$ cat config.mk
export PLATFORM = sky130hd
export DESIGN_NAME = rom_port_arbiter
export DESIGN_NICKNAME = d
export VERILOG_FILES = /design/src/rtl/rom_port_arbiter.sv
export SDC_FILE = /design/constraint.sdc
export NUM_CORES = 1
export LEC_CHECK = 0
export ABC_AREA = 1
export CELL_PAD_IN_SITES_DETAIL_PLACEMENT = 1
export CELL_PAD_IN_SITES_GLOBAL_PLACEMENT = 1
export CORE_UTILIZATION = 29
export CTS_CLUSTER_DIAMETER = 120
export DETAILED_ROUTE_END_ITERATION = 12
export PLACE_DENSITY_LB_ADDON = 0.1
export SYNTH_ARGS = -nofsm -noshare
export SYNTH_HDL_FRONTEND = slang
export SYNTH_SLANG_ARGS = --single-unit
$ cat constraint.sdc
create_clock -name clk -period 4.7 [get_ports clk]
set_input_delay 0.94 -clock clk [delete_from_list [all_inputs] [get_ports clk]]
set_output_delay 0.94 -clock clk [all_outputs]
set_load 0.02 [all_outputs]
$ cat src/rtl/rom_port_arbiter.sv
// Purpose : shares the SDRAM ROM read port between CPU program fetch and sprite/tile DMA, with a one-word CPU cache.
// Latency : cache hit acks 1 cycle after req is sampled; a miss acks 1 cycle after sdr_ack is sampled.
// Backpress: requesters hold a level req until their one-cycle ack; the SDRAM side holds sdr_req until sdr_ack.
//
// Ports:
//   clk, reset_n              single clock, async active-low reset
//   cpu_req/cpu_addr          CPU read request, 20-bit ROM byte address (bit 0 ignored)
//   cpu_data/cpu_ack          CPU read data, valid with the one-cycle ack
//   dma_req/dma_addr          DMA read request, absolute SDRAM byte address (bit 0 ignored)
//   dma_data/dma_ack          DMA read data, valid with the one-cycle ack
//   cache_flush               one-cycle pulse invalidating the cached word
//   sdr_req/sdr_addr          SDRAM read request and word-aligned byte address
//   sdr_q/sdr_ack             SDRAM read data and its one-cycle valid pulse
module rom_port_arbiter #(
    parameter int              SDR_AW       = 25,
    parameter logic [SDR_AW-1:0] CPU_ROM_BASE = '0
) (
    input  logic              clk,
    input  logic              reset_n,
    input  logic              cpu_req,
    input  logic [19:0]       cpu_addr,
    output logic [15:0]       cpu_data,
    output logic              cpu_ack,
    input  logic              dma_req,
    input  logic [SDR_AW-1:0] dma_addr,
    output logic [15:0]       dma_data,
    output logic              dma_ack,
    input  logic              cache_flush,
    output logic              sdr_req,
    output logic [SDR_AW-1:0] sdr_addr,
    input  logic [15:0]       sdr_q,
    input  logic              sdr_ack
);

    typedef enum logic [1:0] {
        IDLE     = 2'd0,
        CPU_WAIT = 2'd1,
        DMA_WAIT = 2'd2,
        RESP     = 2'd3
    } state_t;

    state_t state;

    // One-entry last-word cache, tagged by the CPU word address.
    logic        cache_vld;
    logic [18:0] cache_tag;
    logic [15:0] cache_dat;

    // Round-robin memory: 1 = DMA was granted last. Hits never touch it.
    logic        last_grant_dma;

    logic              cache_hit;
    logic              grant_cpu;
    logic              grant_dma;
    logic [SDR_AW-1:0] cpu_sum;
    logic [SDR_AW-1:0] cpu_sdr_addr;
    logic [SDR_AW-1:0] dma_sdr_addr;

    assign cache_hit = cpu_req && cache_vld && (cache_tag == cpu_addr[19:1]);

    // Grant decision for an IDLE cycle without a hit. Under contention the
    // requester that was not served last wins, so grants strictly alternate.
    always_comb begin
        grant_cpu = 1'b0;
        grant_dma = 1'b0;
        if (!cache_hit) begin
            if (cpu_req && dma_req) begin
                grant_dma = !last_grant_dma;
                grant_cpu = last_grant_dma;
            end else begin
                grant_cpu = cpu_req;
                grant_dma = dma_req;
            end
        end
    end

    // CPU addresses are relative to the ROM region; wrap modulo 2^SDR_AW.
    assign cpu_sum      = CPU_ROM_BASE + SDR_AW'({cpu_addr[19:1], 1'b0});
    assign cpu_sdr_addr = {cpu_sum[SDR_AW-1:1], 1'b0};
    assign dma_sdr_addr = {dma_addr[SDR_AW-1:1], 1'b0};

    always_ff @(posedge clk or negedge reset_n) begin
        if (!reset_n) begin
            state          <= IDLE;
            sdr_req        <= 1'b0;
            sdr_addr       <= '0;
            cpu_ack        <= 1'b0;
            dma_ack        <= 1'b0;
            cpu_data       <= '0;
            dma_data       <= '0;
            cache_vld      <= 1'b0;
            cache_tag      <= '0;
            cache_dat      <= '0;
            last_grant_dma <= 1'b1;
        end else begin
            case (state)
                IDLE: begin
                    if (cache_hit) begin
                        cpu_data <= cache_dat;
                        cpu_ack  <= 1'b1;
                        state    <= RESP;
                    end else if (grant_cpu) begin
                        sdr_addr       <= cpu_sdr_addr;
                        sdr_req        <= 1'b1;
                        last_grant_dma <= 1'b0;
                        state          <= CPU_WAIT;
                    end else if (grant_dma) begin
                        sdr_addr       <= dma_sdr_addr;
                        sdr_req        <= 1'b1;
                        last_grant_dma <= 1'b1;
                        state          <= DMA_WAIT;
                    end
                end
                CPU_WAIT: begin
                    if (sdr_ack) begin
                        sdr_req   <= 1'b0;
                        cpu_data  <= sdr_q;
                        cpu_ack   <= 1'b1;
                        cache_vld <= 1'b1;
                        cache_tag <= cpu_addr[19:1];
                        cache_dat <= sdr_q;
                        state     <= RESP;
                    end
                end
                DMA_WAIT: begin
                    if (sdr_ack) begin
                        sdr_req  <= 1'b0;
                        dma_data <= sdr_q;
                        dma_ack  <= 1'b1;
                        state    <= RESP;
                    end
                end
                RESP: begin
                    // Acks are one-cycle pulses; the requester drops req now.
                    cpu_ack <= 1'b0;
                    dma_ack <= 1'b0;
                    state   <= IDLE;
                end
                default: state <= IDLE;
            endcase

            // Placed last so a flush overrides a fill in the same cycle.
            if (cache_flush) begin
                cache_vld <= 1'b0;
            end
        end
    end

    logic unused_bits;
    assign unused_bits = ^{cpu_addr[0], dma_addr[0], cpu_sum[0]};

endmodule

==> results.md <==
* Status: finished, final reports clean
* Min-delay worst type: reg2reg
* Crit path launch type: input port
* CP peak stage delay at between 0.7 and 0.8 ns
* Setup_tns at 0 ns
* Core area at 15800 um^2
* Synth top cells by count: nand2_1, dfrtp_1, inv_1, o21ai_0, nand3_1
* CP required at ~5.0 ns
* Design area at roughly 6400 um^2
* Setup CP Type: in2reg
* Worst relative slew slack at roughly a third
* Post-cts resize count at 0
* Detailed Route WL at about 14000 um
* Hold buffer count at cts at 0
* Yosys warnings at 0
* Fin crit period at 3.28 ns
* Worst hold path depth at 2
* Initial DRC Count at 170
* Hold Crit Start: cpu_data[15]
* CP max FO at 22
* TritonCTS Buffers at 9
* FF/Latch Area at between 2000 and 2500 um^2
* Reg2reg end: sdr_addr[17]
* Initial antenna violation count at 0
* Top cell type's share of synthesized area at between 50% and 60%
* Chip Width at 129 um
* All-Layer GR Usage at ~17%
* VDD IR max at roughly 210 uV
* Vias in the first global route at roughly 4400
* Reg clk slew, reported paths at around 0.07 ns
* Largest area contributor in the netlist: dfrtp_1
* Mapped Area at 4670 um^2
* Final worst slack at 1.42 ns
* Root Buffer: clkbuf_16
* Ant diodes at 0
* Row cnt at 46
* CTS H-Tree Depth at 3
* CTS tree: done
* P per Cell Area at ~650 nW/um^2
* # IOs at 127
* Layout Skew at between 0.01 and 0.015 ns
* Count leader, synth: nand2_1
* Count of input and output buffers at around 120
* CP endpoint kind: register
* Vias per Instance at around 4.5
* Hold Worst Slack at 0.477 ns
* Slack of the worst reg-to-reg path at roughly 2.3 ns
* Origin of the critical flop-to-flop path: cache_tag[3]
* Detailed-route via count at 4172
* Synth Area per Inst at 7.71 um^2
* Fin nets at 787
* Maximum clock frequency at just over 300 MHz
* Layout fillers at 1904
* Setup-failing EPs final at 0
* Number of flops mapped to enable cells by yosys at 0
* Worst-margin pin slew at ~1 ns
* Leak pwr at between 3 and 4 nW
* First-pass GRT wire length at approximately 22000 um
* #FFs+latches synth at ~100
* Post-Syn Instances at a little over 600
* Critical Path AT at about 3.6 ns
* Initial Util at 29.5%
* WL per Instance at ~15 um
* Die area at between 15000 and 20000 um^2
* Die Y at around 130 um
* DRC Markers at 0
* Pre-CTS WS at slightly below 1 ns
* Register area share after synthesis at 52.5%
* Ys async rst share at 100%
* RSZ-0062 raised after global routing: false
* Synth cell types at 26
* Count of clock tree sinks at 98
* FF-to-FF path depth at 12
* Final Max Tran Viols at 0
* DPL Wire Length at just under 10000 um
* Multi-input gate area at roughly 1900 um^2
* Layout cell share with drive strength beyond 1 at roughly 5.3%
* Max-Cap Viols at 0
* Tcrit/Tclk final at a little over two thirds
* Hold Fails Final Rpt at 0
* Global placement routability congestion at 0.734
* Detail Route Antenna Nets at 0
* GR Overflow Total at 0
* Placed Area at approximately 6100 um^2
* Slowest-stage cell, CP: nand2_1
* Clock latency on the worst-skew pair at around 0.36 ns
* Critical path cell sequence: clkdlybuf4s50_1 > inv_1 > nand2_1 > o21ai_0 > nor2_1 > nand2_1 > nor2_2 > nand3_2 > nand2_1 > nand2_1 > nand2_1 > nand2_1 > nand2_1
* Setup bufs post-CTS at 0
* Total power at around 0.0042 W
* CTS max path bufs at 2
* Synthesized Nets at slightly below 700
* Synth area leaders: dfrtp_1, nand2_1, o21ai_0
* WHS Endpoint: cpu_data[15]
* Most Frequent Cell on Critical Path: nand2_1
* Main synth FF type: dfrtp_1
* Largest net degree at the start of global routing at 68
* DR pass1 iterations at 4
* Area Growth Syn to Fin at 36.0%
## placed cells by master (no fill, tap or decap)
master,netlist,layout
nand2_1,260,259
clkdlybuf4s50_1,0,122
dfrtp_1,97,97
inv_1,55,55
o21ai_0,50,50
nand3_1,36,36
nor2_1,31,31
a21oi_1,19,19
clkbuf_16,0,9
ha_1,5,5
inv_2,4,4
xnor2_1,4,4
mux2_2,4,4
buf_4,4,4
nand2_4,3,3
nand2_2,1,2
nor2_2,2,2
clkinvlp_4,0,2
inv_6,0,2
clkbuf_8,0,2
nand3_2,1,1
o21bai_2,1,1
nand4_1,1,1
a31oi_1,1,1
mux2i_1,1,1
conb_1,1,1
inv_8,0,1
dfstp_2,1,1
## how the worst max path moves through the flow
stage,depth (start not counted),to,start,slack (ns)
floorplan,12,cpu_data[0],cpu_addr[15],2.68
global placement,13,sdr_addr[17],cpu_addr[5],1.06
detailed placement,13,sdr_addr[17],cpu_addr[5],0.99
CTS,13,sdr_addr[17],cpu_addr[5],1.36
global route,13,sdr_addr[14],cpu_addr[2],1.08
finish,13,sdr_addr[17],cpu_addr[2],1.42
## layout make-up
class                      instances  area share [%]
clock buffer                      11            3.98
clock inverter                     5           0.689
inverter                          59            3.48
multi-input combinational        421            29.3
sequential                        98            38.6
tap                              216            4.25
timing repair buffer             126            19.7
## logic make-up (layout without fill, tap and decap cells)
| kind of cell | count (synthesis) | in the layout | share of synthesized area [%] |
|---|---|---|---|
| buffers and inverters | 87 | 201 | 7.68 |
| AND/OR/NAND/NOR | 335 | 335 | 28.7 |
| flip-flops | 98 | 98 | 52.5 |
| multiplexers | 5 | 5 | 1.18 |
| other | 1 | 1 | 0.0802 |
| XOR/XNOR | 4 | 4 | 0.750 |
| AO/OA/AOI/OAI | 71 | 71 | 7.76 |
| adder cells (fa/ha/maj) | 5 | 5 | 1.34 |
## worst max-delay path, delay by kind of cell
family          cells  cell delay [ns]
buf+inv             2             0.69
compound gates      1             0.07
simple gates       10             1.88
## power by group
part | internal (W) | leakage, nW | switching [W] | total [W]
clock network | 0.000396 | 0.141 | 0.000354 | 0.000750
registers | 0.00124 | 1.23 | 0.000230 | 0.00147
logic | 0.000810 | 1.83 | 0.00112 | 0.00193
## routing by layer
metal	up-vias	wire length (um)	share of wire (%)	global-route usage (%)
li1	2089	-	-	-
met1	1973	6520	48	23.3
met2	96	6240	46	28.2
met3	14	657	4.8	3.04
met4	0	212	1.6	6.64
met5	-	0	0	0
## registers in the layout, indices dropped and copies added, names as in the netlist
register,count
cache_tag,19
sdr_req,1
cache_dat,16
cache_vld,1
dma_ack,1
cpu_data,16
state,2
sdr_addr,24
dma_data,16
last_grant_dma,1
cpu_ack,1
## stage by stage
stage / util, % / std cells
after floorplan: - / 606
after global placement: 38.3 / 920
after detailed placement: 38.3 / 920
after CTS: 40.2 / 936
after global routing: 40.2 / 936
final: 40.2 / 936
Note: power is estimated with default switching activity, not from simulation.
